$ cat src/rtl/if_id_stage.sv
// Instruction-fetch stage with the IF/ID pipeline register for the pipelined MIPS CPU.
// Holds the PC, presents it to instruction memory, and registers the fetched word, its PC+4 and a valid bit.
module if_id_stage #(
    parameter logic [31:0] RESET_PC = 32'h0000_0000,
    parameter logic [31:0] NOP_WORD = 32'h0000_0000
) (
    input  logic        clk_i,
    input  logic        rst_i,
    input  logic        stall_i,
    input  logic        flush_i,
    input  logic        redirect_i,
    input  logic [31:0] target_i,
    output logic [31:0] pc_o,
    input  logic [31:0] instr_i,
    output logic [31:0] instr_o,
    output logic [31:0] pc_plus4_o,
    output logic        valid_o,
    output logic [5:0]  opcode_o,
    output logic [4:0]  rs_o,
    output logic [4:0]  rt_o,
    output logic [4:0]  rd_o,
    output logic [5:0]  funct_o,
    output logic [15:0] imm16_o,
    output logic        misalign_o
);

    logic [31:0] pc_q;
    logic [31:0] pc_d;
    logic [31:0] pc_inc;
    logic [31:0] instr_q;
    logic [31:0] instr_d;
    logic [31:0] pc_plus4_q;
    logic [31:0] pc_plus4_d;
    logic        valid_q;
    logic        valid_d;
    logic        misalign_q;
    logic        misalign_d;

    // Modulo-2^32 increment: the top word wraps to address zero silently.
    assign pc_inc = pc_q + 32'd4;

    // A redirect beats a stall because the stalled instruction is on the wrong path.
    always_comb begin
        pc_d       = pc_q;
        instr_d    = instr_q;
        pc_plus4_d = pc_plus4_q;
        valid_d    = valid_q;
        misalign_d = misalign_q;

        if (redirect_i) begin
            pc_d       = {target_i[31:2], 2'b00};
            instr_d    = NOP_WORD;
            pc_plus4_d = 32'd0;
            valid_d    = 1'b0;
            if (target_i[1:0] != 2'b00) begin
                misalign_d = 1'b1;
            end
        end else if (flush_i) begin
            instr_d    = NOP_WORD;
            pc_plus4_d = 32'd0;
            valid_d    = 1'b0;
            if (!stall_i) begin
                pc_d = pc_inc;
            end
        end else if (!stall_i) begin
            pc_d       = pc_inc;
            instr_d    = instr_i;
            pc_plus4_d = pc_inc;
            valid_d    = 1'b1;
        end
    end

    always_ff @(posedge clk_i or negedge rst_i) begin
        if (!rst_i) begin
            pc_q       <= RESET_PC;
            instr_q    <= NOP_WORD;
            pc_plus4_q <= 32'd0;
            valid_q    <= 1'b0;
            misalign_q <= 1'b0;
        end else begin
            pc_q       <= pc_d;
            instr_q    <= instr_d;
            pc_plus4_q <= pc_plus4_d;
            valid_q    <= valid_d;
            misalign_q <= misalign_d;
        end
    end

    assign pc_o       = pc_q;
    assign instr_o    = instr_q;
    assign pc_plus4_o = pc_plus4_q;
    assign valid_o    = valid_q;
    assign misalign_o = misalign_q;

    // Decode fields are plain slices so decode sees them in the same cycle as instr_o.
    assign opcode_o = instr_q[31:26];
    assign rs_o     = instr_q[25:21];
    assign rt_o     = instr_q[20:16];
    assign rd_o     = instr_q[15:11];
    assign funct_o  = instr_q[5:0];
    assign imm16_o  = instr_q[15:0];

endmodule

$ cat config.mk
export PLATFORM = sky130hd
export DESIGN_NAME = if_id_stage
export DESIGN_NICKNAME = d
export VERILOG_FILES = /design/src/rtl/if_id_stage.sv
export SDC_FILE = /design/constraint.sdc
export NUM_CORES = 1
export LEC_CHECK = 0
export ABC_AREA = 1
export BUFFER_PORTS_ARGS = -buffer_cell sky130_fd_sc_hd__buf_2
export CAP_MARGIN = 20
export CORE_MARGIN = 1.5
export CORE_UTILIZATION = 48
export DETAILED_ROUTE_END_ITERATION = 16
export GPL_TIMING_DRIVEN = 0
export PLACE_DENSITY = 0.8
export SLEW_MARGIN = 20
export SYNTH_ARGS = -nofsm -noshare
export SYNTH_HDL_FRONTEND = slang
export SYNTH_SLANG_ARGS = --single-unit
$ cat constraint.sdc
create_clock -name clk_i -period 2 [get_ports clk_i]
set_input_delay 0.5 -clock clk_i [delete_from_list [all_inputs] [get_ports clk_i]]
set_output_delay 0.5 -clock clk_i [all_outputs]
set_load 0.02 [all_outputs]
Yosys cells after proc, flatten, opt, wreduce, memory -nomap -nowiden
Cells that the tools add are included.
- add/subtract/negate cells: 1
- multipliers: 0
- div/mod/pow operators: 0
- magnitude comparators: 0
- equal/unequal tests: 2
- shift-type cells: 0
- mux-type cells: 10
- bitwise logic cells: 0
- reduce and logical (&&, ||, !) cells: 2
- operator list (operator ; count):
    32-bit 2-to-1 mux ; 7
    32-bit by 3-bit adder with 32-bit output (second input constant) ; 1
    1-bit 2-to-1 mux ; 3
    3-bit by 1-bit inequality test with 1-bit output (second input constant) ; 1
    2-bit by 1-bit inequality test with 1-bit output (second input constant) ; 1
    2-bit AND reduction ; 1
    2-bit nonzero test ; 1
- register bits after elaboration: 98
- bits in latches: 0
- RAM bits: 0
- ROM bits: 0
- input bits: 69
- output and inout bits: 141
- logic and storage cells: 20
- memories: 0

Depth between registers and ports, before layout
- depth after elaboration: 4
- gate-level depth with buffers: 10
- gate-level depth less buffers: 10

Worst setup path before layout
No wires, ideal clock.
- path kind: register -> register
- start: reg pc_q[2], in the netlist pc_o[2]
- end: reg pc_plus4_q[22], in the netlist pc_plus4_o[22]
- library setup time: 117 ps
- data arrival time: 1495 ps
- slack: 389 ps
- cell stages (with the launch flop): 11
- buffers on the path: 0
- path through: dfrtp_1 -> ha_1 -> nand2_2 -> nor2_4 -> nand2_4 -> nor2_8 -> nand2_1 -> nand2_1 -> nand2_1 -> nand2_1 -> nand2_1
- word-level cells in the longest chain between the ends: 4
- RTL lines (what ; line ; text):
    start, declared ; 27 ; logic [31:0] pc_q;
    start signal, assigned ; 81 ; pc_q <= pc_d;
    32-bit by 3-bit adder with 32-bit output ; 40 ; assign pc_inc = pc_q + 32'd4;
    32-bit 2-to-1 mux ; 65 ; end else if (!stall_i) begin
    32-bit 2-to-1 mux ; 58 ; end else if (flush_i) begin
    32-bit 2-to-1 mux ; 50 ; if (redirect_i) begin
    end signal, assigned ; 83 ; pc_plus4_q <= pc_plus4_d;
    end, declared ; 32 ; logic [31:0] pc_plus4_q;
Every way passes these cells. The select of a mux whose other input is x is not followed.
A chain may end at the register's enable or synchronous reset.

Final worst setup path
- start: reg pc_q[2], in the netlist pc_o[2]
- end: reg pc_plus4_q[16], in the netlist pc_plus4_o[16]
The elaborated chain is that of the path after synthesis.

==> impl_metrics.tcl <==
set metrics [dict create \
    status "finished, final reports clean" \
    io_pins 210 \
    crit_arrival_ns 2.04 \
    syn2layout_area_growth_pct 29.4 \
    path_class "register to register" \
    p_per_area_nw_per_um2 689 \
    die-area_sq_um 11100 \
    yosysTopAreaCell "dfrtp_1" \
    cts_buffers 9 \
    final_util_pct 63.3 \
    grt_pass1_wl_microns 23600 \
    synthTopCellsByArea "dfrtp_1 (47%), nand2_1 (15%), a22o_1 (7.5%), buf_4 (7.5%), inv_1 (3.4%)" \
    cts_tree "done" \
    dp_hpwl_microns 10900 \
    slew_headroom_pct 51.8 \
    layout-drive-gt1-share_pct 39.5 \
    drtIter0Drc 331 \
    cts_resized 0 \
    gp_congestion 0.894 \
    fmax_mhz 577 \
    coreArea_sq_um 10200 \
    tightest_slew_ns 0.724 \
    synth-seq-cells 95 \
    start_kind "register" \
    ys.flop_type "dfrtp_1" \
    ys_top_cells_by_count "nand2_1 (203), dfrtp_1 (95), buf_4 (50), inv_1 (45), a22o_1 (43)" \
    p_total_mw 4.46 \
    grt_max_degree 71 \
    finalHoldViolCount 0 \
    initial_core_util_pct 49.0 \
    finalNetCount 870 \
    synth.most_common_cell "nand2_1" \
    die_h_microns 105 \
    grt_overflow 0 \
    crit_required_ns 2.31 \
    swShare_pct 30.9 \
    worstSetupStartpoint "pc_o[2]$_DFFE_PN0N_" \
    r2r_start "pc_o[2]$_DFFE_PN0N_" \
    io_buffers 206 \
    cts_setup_buffers 0 \
    cts-root-buf "clkbuf_8" \
    synth_area_per_cell_sq_um 8.64 \
    cts_sinks 95 \
    ys_seq_area_share_pct 47.5 \
    hold_path_class "input pin to register" \
    yosysTopAreaCellShare_pct 47.5 \
    htree_levels 3 \
    ys_types 28 \
    routed-via-count 4789 \
    cts_max_path_buffers 2 \
    timing.final.crit_share_pct 86.6 \
    p_leak_nw 3.87 \
    ant_nets 0 \
    skew_ns 0.0120 \
    p_switching_mw 1.38 \
    critical_path_peak_fanout 7 \
    synthCells 580 \
    p_int_mw 3.09 \
    cts_hold_buf 1 \
    netlist_area_sq_um 5010 \
    wl_microns 14500 \
    fin_crit_ns 1.73 \
    clkTransAtPathRegs_ns 0.10 \
    antenna_found_initial 0 \
    pwr-share-seq_pct 48.5 \
    yosys_warnings 0 \
    die_w_microns 105 \
    clkPwrFrac_pct 32.1 \
    async_flop_share_pct 100 \
    synth-edff-count 0 \
    endpoint_kind "register" \
    first_pass_iters 5 \
    ir_drop_uv 331 \
    n_antenna_cell 0 \
    grt_pass1_vias 4699 \
    min_from "target_i[0]" \
    grt.total_usage_pct 27.1 \
    comb_power_share_pct 19.5 \
    rsz0062_at_grt "no" \
    via_per_inst 5.09 \
    rows 37 \
    cap_viol_max_count 0 \
    routedWlPerCell_microns 15.5 \
    drc 0 \
    insertion_delay_ns 0.36 \
    report.final.slew_viol_count 0 \
    setup_violations 0 \
]
-- final cells by class --
cell class | count | area [sq um]
Fill cell | 886 | 3750
Sequential cell | 95 | 2380
Multi-Input combinational cell | 372 | 2010
Timing Repair Buffer | 208 | 1070
Buffer | 65 | 447
Inverter | 49 | 184
Tap cell | 136 | 170
Clock buffer | 11 | 141
Clock inverter | 5 | 81.3
-- metrics by stage --
stage	hold WS (ns)	area, sq um	setup TNS, ns	cells	worst slack, ns
final	0.345	6480	0	941	0.268
after global routing	0.351	6480	0	941	0.114
after detailed placement	0.379	6250	0	924	0.216
after floorplan	0.204	5010	0	581	0.389
after global placement	0.442	6210	-44.56	923	-0.475
after CTS	0.339	6480	0	941	0.301
-- placed cells by master (no fill, tap or decap), types with 2 or more instances in the layout --
master | netlist | final
nand2_1 | 203 | 203
nand3_1 | 22 | 22
xor2_1 | 9 | 9
buf_2 | 12 | 217
clkbuf_8 | 0 | 10
inv_1 | 45 | 45
nor2_1 | 24 | 24
dfrtp_1 | 95 | 95
o211ai_1 | 4 | 4
and2_1 | 3 | 3
nor2_4 | 7 | 7
a22o_1 | 43 | 43
buf_4 | 50 | 50
o21bai_1 | 3 | 3
nor2_8 | 5 | 5
nand2_4 | 2 | 2
inv_2 | 4 | 4
o21ai_1 | 2 | 2
xor2_2 | 4 | 4
conb_1 | 1 | 2
nor2_2 | 4 | 4
o21ai_0 | 21 | 21
clkbuf_1 | 3 | 4
bufinv_16 | 0 | 2
nand2_2 | 8 | 8
xnor2_1 | 2 | 2
-- layer usage --
metal / wire length [microns] / GRT usage, %
met5: 0 / 0
met4: 276 / 7.83
met3: 927 / 5.43
met2: 7390 / 47.4
met1: 5960 / 33.9
-- power by group through the flow --
stage / clock [mW] / sequential [mW] / combinational (mW)
5_1_grt: 1.52 / 2.18 / 0.952
6_report: 1.43 / 2.16 / 0.870
3_3_place_gp: 0 / 2.19 / 0.844
2_1_floorplan: 0 / 2.30 / 0.386
4_1_cts: 1.45 / 2.16 / 0.873
3_5_place_dp: 0 / 2.20 / 0.867
-- path summary, 6_finish.rpt --
check | slack, ns | cells after the start | end
worst max-delay path | 0.27 | 8 | pc_plus4_o[16]$_DFFE_PN0P_
worst min-delay path | 0.35 | 3 | misalign_o$_DFFE_PN0P_
worst max register to register | 0.27 | 8 | pc_plus4_o[16]$_DFFE_PN0P_
worst min register to register | 0.48 | 2 | misalign_o$_DFFE_PN0P_
max in group asynchronous | 0.80 | 3 | pc_o[3]$_DFFE_PN0N_
min in group asynchronous | 0.55 | 2 | pc_plus4_o[28]$_DFFE_PN0P_
-- worst max-delay path, cell delays in order (launching register included) --
cell and delay, ns:
dfrtp_1 0.47, ha_1 0.24, nand2_2 0.08, nor2_4 0.18, nand2_2 0.11, nor2_4 0.16
xor2_1 0.27, nand2_1 0.10, nand2_1 0.06
-- kinds of logic after synthesis --
group | Yosys count | synth area share [%]
compound gates | 74 | 11.0
xor+xnor | 15 | 3.22
fa+ha+maj | 1 | 0.250
buf+inv | 114 | 12.6
flops | 95 | 47.5
other cells | 1 | 0.0749
simple gates | 280 | 25.4
-- state kept, by name, summed over array words and instances, names as in the netlist --
register and count:
pc_plus4_o 31, misalign_o 1, valid_o 1, pc_o 30, instr_o 32
No activity file was read; power rests on OpenSTA's default activity.
